File: config.mk
export PLATFORM = sky130hd
export DESIGN_NAME = tron_pixel_gen
export DESIGN_NICKNAME = d
export VERILOG_FILES = /design/src/rtl/tron_pkg.sv /design/src/rtl/tron_color_map.sv /design/src/rtl/tron_pixel_gen.sv
export SDC_FILE = /design/constraint.sdc
export NUM_CORES = 1
export LEC_CHECK = 0
export BUFFER_PORTS_ARGS = -buffer_cell sky130_fd_sc_hd__buf_4
export CORE_ASPECT_RATIO = 1.5
export CORE_UTILIZATION = 45
export CTS_CLUSTER_SIZE = 12
export DETAILED_ROUTE_END_ITERATION = 7
export PLACE_DENSITY = 0.78
export SYNTH_ARGS = -nofsm -noshare
export SYNTH_HDL_FRONTEND = slang
export SYNTH_SLANG_ARGS = --single-unit
File: constraint.sdc
create_clock -name clk -period 3.8 [get_ports clk]
set_input_delay 0.57 -clock clk [delete_from_list [all_inputs] [get_ports clk]]
set_output_delay 0.57 -clock clk [all_outputs]
set_load 0.005 [all_outputs]
File: src/rtl/tron_pkg.sv
// Shared Tron arena definitions: grid geometry, cell codes, colours and
// the cell-address helper used by the pixel pipeline and the game logic.
package tron_pkg;

   localparam int GRID_W     = 80;
   localparam int GRID_H     = 60;
   localparam int CELL_SHIFT = 3;
   localparam int COL_W      = 7;
   localparam int ROW_W      = 6;
   localparam int ADDR_W     = 13;

   typedef enum logic [1:0] {
      CELL_EMPTY = 2'd0,
      CELL_P1    = 2'd1,
      CELL_P2    = 2'd2,
      CELL_WALL  = 2'd3
   } cell_t;

   localparam logic [7:0] COL_BLACK = 8'h00;
   localparam logic [7:0] COL_P1    = 8'h1F;
   localparam logic [7:0] COL_P2    = 8'hF0;
   localparam logic [7:0] COL_WALL  = 8'h92;
   localparam logic [7:0] COL_HEAD  = 8'hFF;

   // row*GRID_W+col; the 80-wide grid uses two shifts instead of a multiplier
   function automatic logic [ADDR_W-1:0] cell_addr(input logic [ROW_W-1:0] row,
                                                   input logic [COL_W-1:0] col);
      logic [ADDR_W-1:0] a;
      if (GRID_W == 80) begin
         a = (ADDR_W'(row) << 6) + (ADDR_W'(row) << 4) + ADDR_W'(col);
      end else begin
         a = ADDR_W'(row) * ADDR_W'(GRID_W) + ADDR_W'(col);
      end
      return a;
   endfunction

endpackage

File: src/rtl/tron_color_map.sv
// Combinational cell code + head + active -> RRRGGGBB colour.
module tron_color_map
   import tron_pkg::*;
(
   input  logic [1:0] i_code,
   input  logic       i_head,
   input  logic       i_active,
   output logic [7:0] o_rgb
);

   // Blanking beats heads, heads beat whatever trail or wall lies beneath
   always_comb begin
      o_rgb = COL_BLACK;
      if (!i_active) begin
         o_rgb = COL_BLACK;
      end else if (i_head) begin
         o_rgb = COL_HEAD;
      end else begin
         case (i_code)
            CELL_P1:   o_rgb = COL_P1;
            CELL_P2:   o_rgb = COL_P2;
            CELL_WALL: o_rgb = COL_WALL;
            default:   o_rgb = COL_BLACK;
         endcase
      end
   end

endmodule

File: src/rtl/tron_pixel_gen.sv
// Tron pixel-colour stage: turns VGA counters into arena cell reads and
// colours, keeping sync/bright aligned with a fixed 3-cycle latency.
module tron_pixel_gen
   import tron_pkg::*;
#(
   parameter int H_START   = 144,
   parameter int V_START   = 0,
   parameter int H_ACTIVE  = 640,
   parameter int V_ACTIVE  = 480,
   parameter int TICK_LINE = 0
) (
   input  logic              clk,
   input  logic              reset,
   input  logic [15:0]       hCount,
   input  logic [15:0]       vCount,
   input  logic              bright,
   input  logic              hSync,
   input  logic              vSync,
   input  logic [COL_W-1:0]  p1Col,
   input  logic [ROW_W-1:0]  p1Row,
   input  logic [COL_W-1:0]  p2Col,
   input  logic [ROW_W-1:0]  p2Row,
   output logic [ADDR_W-1:0] ramAddr,
   input  logic [1:0]        ramData,
   output logic [7:0]        rgb,
   output logic              hSyncOut,
   output logic              vSyncOut,
   output logic              brightOut,
   output logic              frameTick
);

   // {hSync, vSync, bright} reset pattern: syncs idle high, bright low
   localparam logic [2:0] SYNC_RST = 3'b110;

   logic [15:0]       w_hoff;
   logic [15:0]       w_voff;
   logic              w_active;
   logic              w_head;
   logic [COL_W-1:0]  w_col;
   logic [ROW_W-1:0]  w_row;
   logic [ADDR_W-1:0] w_addr;
   logic [7:0]        w_rgb;

   logic              r_active1;
   logic              r_head1;
   logic [2:0]        r_sync1;
   logic              r_active2;
   logic              r_head2;
   logic [1:0]        r_code2;
   logic [2:0]        r_sync2;
   logic [15:0]       r_prev_v;

   // Window offsets wrap for counts below the start, so one compare per axis bounds both sides
   always_comb begin
      w_hoff   = hCount - 16'(H_START);
      w_voff   = vCount - 16'(V_START);
      w_active = bright && (w_hoff < 16'(H_ACTIVE)) && (w_voff < 16'(V_ACTIVE));
      w_col    = w_hoff[CELL_SHIFT +: COL_W];
      w_row    = w_voff[CELL_SHIFT +: ROW_W];
      w_head   = w_active && (((w_col == p1Col) && (w_row == p1Row)) ||
                              ((w_col == p2Col) && (w_row == p2Row)));
      w_addr   = w_active ? cell_addr(w_row, w_col) : '0;
   end

   // S1: issue the RAM address and register activity, head hit and raw syncs
   always_ff @(posedge clk) begin
      if (!reset) begin
         ramAddr   <= '0;
         r_active1 <= 1'b0;
         r_head1   <= 1'b0;
         r_sync1   <= SYNC_RST;
      end else begin
         ramAddr   <= w_addr;
         r_active1 <= w_active;
         r_head1   <= w_head;
         r_sync1   <= {hSync, vSync, bright};
      end
   end

   // S2: capture the cell code returned for the S1 address
   always_ff @(posedge clk) begin
      if (!reset) begin
         r_code2   <= 2'd0;
         r_active2 <= 1'b0;
         r_head2   <= 1'b0;
         r_sync2   <= SYNC_RST;
      end else begin
         r_code2   <= ramData;
         r_active2 <= r_active1;
         r_head2   <= r_head1;
         r_sync2   <= r_sync1;
      end
   end

   tron_color_map u_color_map (
      .i_code   (r_code2),
      .i_head   (r_head2),
      .i_active (r_active2),
      .o_rgb    (w_rgb)
   );

   // S3: register the colour together with the delayed syncs
   always_ff @(posedge clk) begin
      if (!reset) begin
         rgb                             <= 8'h00;
         {hSyncOut, vSyncOut, brightOut} <= SYNC_RST;
      end else begin
         rgb                             <= w_rgb;
         {hSyncOut, vSyncOut, brightOut} <= r_sync2;
      end
   end

   // Pulse once when vCount enters the tick line; staying on it holds the pulse off
   always_ff @(posedge clk) begin
      if (!reset) begin
         r_prev_v  <= 16'd0;
         frameTick <= 1'b0;
      end else begin
         r_prev_v  <= vCount;
         frameTick <= (vCount == 16'(TICK_LINE)) && (r_prev_v != 16'(TICK_LINE));
      end
   end

endmodule
==> impl_metrics.yaml, run 1 <==
worst_hold_path:
  holdPathStages: 1
  min_path_type: "reg -> reg"
place:
  dp_cells: 384
  hpwl_mm: 4.29
  place_ws_ps: 202
  portBuffers: 86
  place_congestion: 0.814
yosys:
  async_reset_ff_share_pct: 0
  synthMuxAreaShare_pct: 1.80
  synth_edf_count: 0
  avgSynthCellArea_um2: 10.3
  yosys_warnings: 0
  synth-seq-area-share_pct: 40.1
  ys_top_cells_by_area: "dfxtp_1 40%, and2_1 6.0%, ha_1 6.0%"
  synth_top_family_by_area: "simple AND/OR/NAND/NOR gates"
  synth_cells: 243
  ys_ff_latch: 50
  netlist_area_mm2: 0.00250
  synth_top_cell_by_area: "dfxtp_1"
  synth_fa_ha_area_share_pct: 7.62
  ys_types: 49
  synthFlopType: "dfxtp_1"
  synth-xor-area-share_pct: 13.2
  synth_compound_area_share_pct: 8.22
  post_synth_and_or_nand_nor_area_fraction_pct: 23.8
  synthesis.nets: 322
  synth_top_area_share_pct: 40.1
timing:
  period_needed_ps: 3280
  setup_tns_ps: 0
  worst_slew_pin_slew_ps: 633
  fmax_mhz: 305
  hold_viol: 0
  worst_slack_ps: 517
  maxSlewViolCount: 0
  relSlewSlack_pct: 56.9
  min_period_over_period_pct: 86.4
  rsz0062_at_grt: "no"
  setup_viol_count_final: 0
  whs_ps: 413
  skew_ps: 6.10
worst_setup_path:
  cp_cell_sequence: "buf_4 -> o31a_1 -> nor2_1 -> xnor2_1 -> fa_1 -> inv_1 -> fa_1 -> a21oi_1 -> o21bai_1 -> a21oi_1 -> mux2_2 -> a211oi_2"
  crit_required_ps: 4030
  critPathBufInv: 2
  max_stage_delay_ps: 480
  slowest_stage: "fa_1"
  cp_top_family: "compound AO/OA/AOI/OAI gates"
  arrival_ps: 3510
  crit_cells: 12
  critPathLaunchType: "input port"
  r2r_cells: 3
  path_max_fanout: 7
  critPathKind: "in -> reg"
  end_kind: "register"
floorplanning:
  die_y_um: 93.2
  io_pins: 90
  coreArea_mm2: 0.00525
  rows: 32
  die_area_mm2: 0.00585
  die_w_um: 62.8
  start_util_pct: 47.6
clock_tree:
  root_buffer: "clkbuf_8"
  cts_setup_buffers: 0
  clk_path_buf_depth: 2
  clkTransAtPathRegs_ps: 100
  cts_tree: "done"
  htreeDepth: 2
  clock_latency_ps: 300
  ctsHoldBuffers: 0
  cts_made_buffers: 5
  clock-sinks: 50
  ctsResizeCount: 0
power_and_ir_drop:
  vdd_drop_max_mv: 0.166
  finalPower_mw: 1.09
  cellPowerDensity_mw_per_mm2: 336
  p_leak_nw: 1.40
drt:
  drc: 0
  drt.antenna.violating_nets: 0
  vias_per_cell: 5.01
  routedWlPerCell_um: 13.7
  first_iter_violations: 103
  wirelength_mm: 5.36
  num_vias: 1965
  dr.pass1.iters: 4
run:
  drv_cap: 0
grt:
  track_usage_pct: 19.1
  grt_max_degree: 32
  first_global_vias: 1963
  grt_pass1_wl_mm: 8.62
  grt_overflow_total: 0
  antenna_found_initial: 0
final_layout:
  final_common_cell: "buf_4"
  fillCellCount: 467
  area_delta_synth_final_pct: 29.6
  fin_nets: 402
  final_cell_mix: "86 x buf_4, 50 x dfxtp_1, 24 x and2_1, 17 x xor2_1, 14 x nor2_1"
  n_antenna_cell: 0
  final_layout_size_suffix_gt1_share_pct: 34.3
  fin_cells: 392
run_status:
  status: "finished, final reports clean"
## layer usage
metal | vias to the layer above | global-route usage, % | wire, um | part of all wire [%]
met3 | 7 | 2.80 | 223 | 4.2
met5 | - | 0 | 0 | 0
met2 | 71 | 35.1 | 2790 | 52
met4 | 0 | 7.75 | 81 | 1.5
li1 | 997 | - | - | -
met1 | 890 | 21.7 | 2270 | 42
## path summary, 6_finish.rpt
check / from / to / slack, ps
worst min register to register: r_sync1[1]$_SDFF_PN1_ / r_sync2[1]$_SDFF_PN1_ / 410
worst min-delay path: r_sync1[1]$_SDFF_PN1_ / r_sync2[1]$_SDFF_PN1_ / 410
worst max register to register: r_prev_v[10]$_SDFF_PN0_ / frameTick$_SDFF_PN0_ / 2750
worst max-delay path: hCount[5] / ramAddr[11]$_SDFF_PN0_ / 520
## per-stage QoR
step           utilization (%)  cell area, um2
2_1_floorplan                -            2500
6_report                  61.7            3240
3_3_place_gp              59.8            3140
5_1_grt                   61.7            3240
4_1_cts                   61.7            3240
3_5_place_dp              59.8            3140
## final cells by class
type	instances	area (um2)	area share (%)
flip-flops and latches	50	1000	30.9
clock buffers	5	68.8	2.13
repair buffers	86	646	20.0
inverters	11	41.3	1.28
multi-input cells	169	1370	42.2
well taps	68	85.1	2.63
clock inverters	3	28.8	0.889
## cell usage after synthesis, types with 2 or more instances
library cell and count:
inv_1 11, or3_1 3, xor2_1 17, mux2_2 2
xnor3_1 3, or4_1 2, nor2_1 14, fa_1 2
nand3_1 2, nor3b_1 3, clkbuf_1 4, a21oi_1 6
xnor2_1 13, buf_6 3, nor3_2 4, nand2_1 4
buf_4 4, buf_2 2, nand2b_1 7, o21ai_0 4
ha_1 12, dfxtp_1 50, nor4_1 10, o21bai_1 2
nand4_1 4, a211oi_2 2, nor3_1 5, a211oi_1 4
and2_1 24
## worst register-to-register path, delay by kind of cell, from the launching register on
family / cells / cell delay, ps
flip-flops: 1 / 310
AND/OR/NAND/NOR: 3 / 630
## flip-flops by register name, summed over array words and instances (netlist names)
register and count:
r_sync1 3, r_prev_v 16, frameTick 1, r_active2 1, rgb 5, r_sync2 3
ramAddr 13, hSyncOut 1, r_head2 1, r_code2 2, brightOut 1, r_head1 1
vSyncOut 1, r_active1 1
## kinds of logic after synthesis
logic type / after synthesis
simple gates: 92
flops: 50
fa+ha+maj: 14
xor+xnor: 33
buf+inv: 24
mux: 3
compound gates: 27
## power by group
| part | leakage, nW | switching, mW | internal (mW) |
|---|---|---|---|
| Clock | 0.0506 | 0.184 | 0.138 |
| Combinational | 0.938 | 0.106 | 0.118 |
| Sequential | 0.409 | 0.00386 | 0.538 |
No activity file was read; power rests on OpenSTA's default activity.
==> run 2, diff against run 1 <==
Settings changed: BUFFER_PORTS_ARGS -buffer_cell sky130_fd_sc_hd__buf_4 to -buffer_cell sky130_fd_sc_hd__buf_2.
==> run 2 against run 1 <==
Net effect: sequential power hardly changed; largest power group unchanged; worst hold slack better by 2.3 ps; cell count stayed put; core utilization down 4.1 points; clock-buffer cell count unchanged; first-iteration DRC count fell by 14%; total power decreased by 1.7%; highest routed layer unchanged; combinational power down 8%; die area stayed put; fmax decreased by 1.1%.
==> impl_metrics.yaml, run 2 (synthesis gave the netlist of run 1 again) <==
clock_tree:
  clk_path_buf_depth: 2
  cts_setup_buffers: 0
  clock_latency_ps: 300
  cts_tree: "done"
  clkTransAtPathRegs_ps: 90
  root_buffer: "clkbuf_8"
  ctsHoldBuffers: 0
  cts_made_buffers: 5
  htreeDepth: 2
  ctsResizeCount: 0
  clock-sinks: 50
drt:
  wirelength_mm: 5.28
  num_vias: 1965
  vias_per_cell: 5.01
  first_iter_violations: 89
  routedWlPerCell_um: 13.5
  dr.pass1.iters: 5
  drc: 0
  drt.antenna.violating_nets: 0
final_layout:
  final_cell_mix: "86 x buf_2, 50 x dfxtp_1, 24 x and2_1, 17 x xor2_1, 14 x nor2_1"
  fillCellCount: 469
  regArea_mm2: 0.00100
  final_layout_size_suffix_gt1_share_pct: 34.3
  top_register: "r_prev_v"
  multiInputGateArea_mm2: 0.00137
  largest_register_ffs: 16
  final_common_cell: "buf_2"
  fin_nets: 402
  top_regs: "r_prev_v x16, ramAddr x13, rgb x5"
  area_delta_synth_final_pct: 21.0
  n_antenna_cell: 0
  final_area_mm2: 0.00302
worst_setup_path:
  crit_required_ps: 4030
  cp_cell_sequence: "buf_2 -> o31a_1 -> nor2_1 -> xnor2_1 -> fa_1 -> inv_1 -> fa_1 -> a21oi_1 -> o21bai_1 -> a21oi_1 -> mux2_2 -> a211oi_2"
  critPathKind: "in -> reg"
  max_stage_delay_ps: 490
  end_kind: "register"
  path_max_fanout: 7
  arrival_ps: 3550
  critPathLaunchType: "input port"
  cp_top_family: "compound AO/OA/AOI/OAI gates"
  slowest_stage: "fa_1"
  critPathBufInv: 2
floorplanning:
  die_area_mm2: 0.00585
  io_pins: 90
  coreArea_mm2: 0.00525
  die_w_um: 62.8
  die_y_um: 93.2
  start_util_pct: 47.6
  rows: 32
timing:
  setup_viol_count_final: 0
  period_needed_ps: 3320
  rsz0062_at_grt: "no"
  maxSlewViolCount: 0
  skew_ps: 6.93
  hold_viol: 0
  fmax_mhz: 301
  setup_tns_ps: 0
  worst_slew_pin_slew_ps: 628
  relSlewSlack_pct: 57.2
  min_period_over_period_pct: 87.4
grt:
  grtUsageMet1_pct: 22.1
  antenna_found_initial: 0
  grt_max_degree: 32
  grt_busiest_layer: "met2"
  grt_pass1_wl_mm: 8.48
  met3_usage_pct: 3.78
  use_met2_pct: 33.0
  track_usage_pct: 18.9
  grt_overflow_total: 0
  first_global_vias: 1929
run_status:
  status: "finished, final reports clean"
power_and_ir_drop:
  internal-power_mw: 0.775
  p_leak_nw: 1.34
  cellPowerDensity_mw_per_mm2: 354
  vdd_drop_max_mv: 0.153
  clock_power_share_pct: 30.0
  power_frac_comb_pct: 19.3
  p_sw_share_pct: 27.4
  p_sw_mw: 0.293
  p_seq_share_pct: 50.7
  finalPower_mw: 1.07
place:
  postPlaceCellArea_mm2: 0.00292
  hpwl_mm: 4.18
  portBuffers: 86
  place_congestion: 0.826
run:
  drv_cap: 0
worst_hold_path:
  min_path_type: "reg -> reg"
run 2: cell count changes in the layout (fill, tap and decap cells not counted):
cell and delta:
buf_2 +86, buf_4 -86
run 2: stage by stage:
stage	utilization [%]	std cells	setup slack, ps	hold slack, ps
4_1_cts	57.6	392	501	417
2_1_floorplan	-	243	479	386
3_3_place_gp	55.7	384	264	389
5_1_grt	57.6	392	366	425
6_report	57.6	392	480	416
3_5_place_dp	55.7	384	199	395
run 2: power by group through the flow:
stage	clock (mW)	sequential [mW]	combinational, mW
final	0.320	0.542	0.206
after global routing	0.355	0.543	0.229
after CTS	0.330	0.542	0.208
after detailed placement	0	0.554	0.206
after global placement	0	0.553	0.201
after floorplan	0	0.553	0.138
run 2: metal layers:
| metal | up-vias | routed length, um |
|---|---|---|
| li1 | 992 | - |
| met1 | 890 | 2270 |
| met2 | 76 | 2680 |
| met3 | 7 | 236 |
| met4 | 0 | 93 |
| met5 | - | 0 |
run 2: final timing paths:
| path | from | endpoint | slack [ps] | depth (start not counted) |
|---|---|---|---|---|
| worst min register to register | r_sync1[1]$_SDFF_PN1_ | r_sync2[1]$_SDFF_PN1_ | 420 | 1 |
| worst max-delay path | hCount[5] | ramAddr[11]$_SDFF_PN0_ | 480 | 12 |
| worst min-delay path | r_sync1[1]$_SDFF_PN1_ | r_sync2[1]$_SDFF_PN1_ | 420 | 1 |
| worst max register to register | r_prev_v[10]$_SDFF_PN0_ | frameTick$_SDFF_PN0_ | 2780 | 3 |
run 2: final cells by class:
type	instances	area share, %
inverter	11	1.37
clock buffer	5	2.28
timing repair buffer	86	14.3
multi-input combinational	169	45.2
clock inverter	3	0.953
sequential	50	33.1
tap	68	2.82
run 2: worst register-to-register path, stage by stage (launching register included):
cell	delay, ps
dfxtp_1	310
nor4_1	330
nand4_1	120
and3_1	150
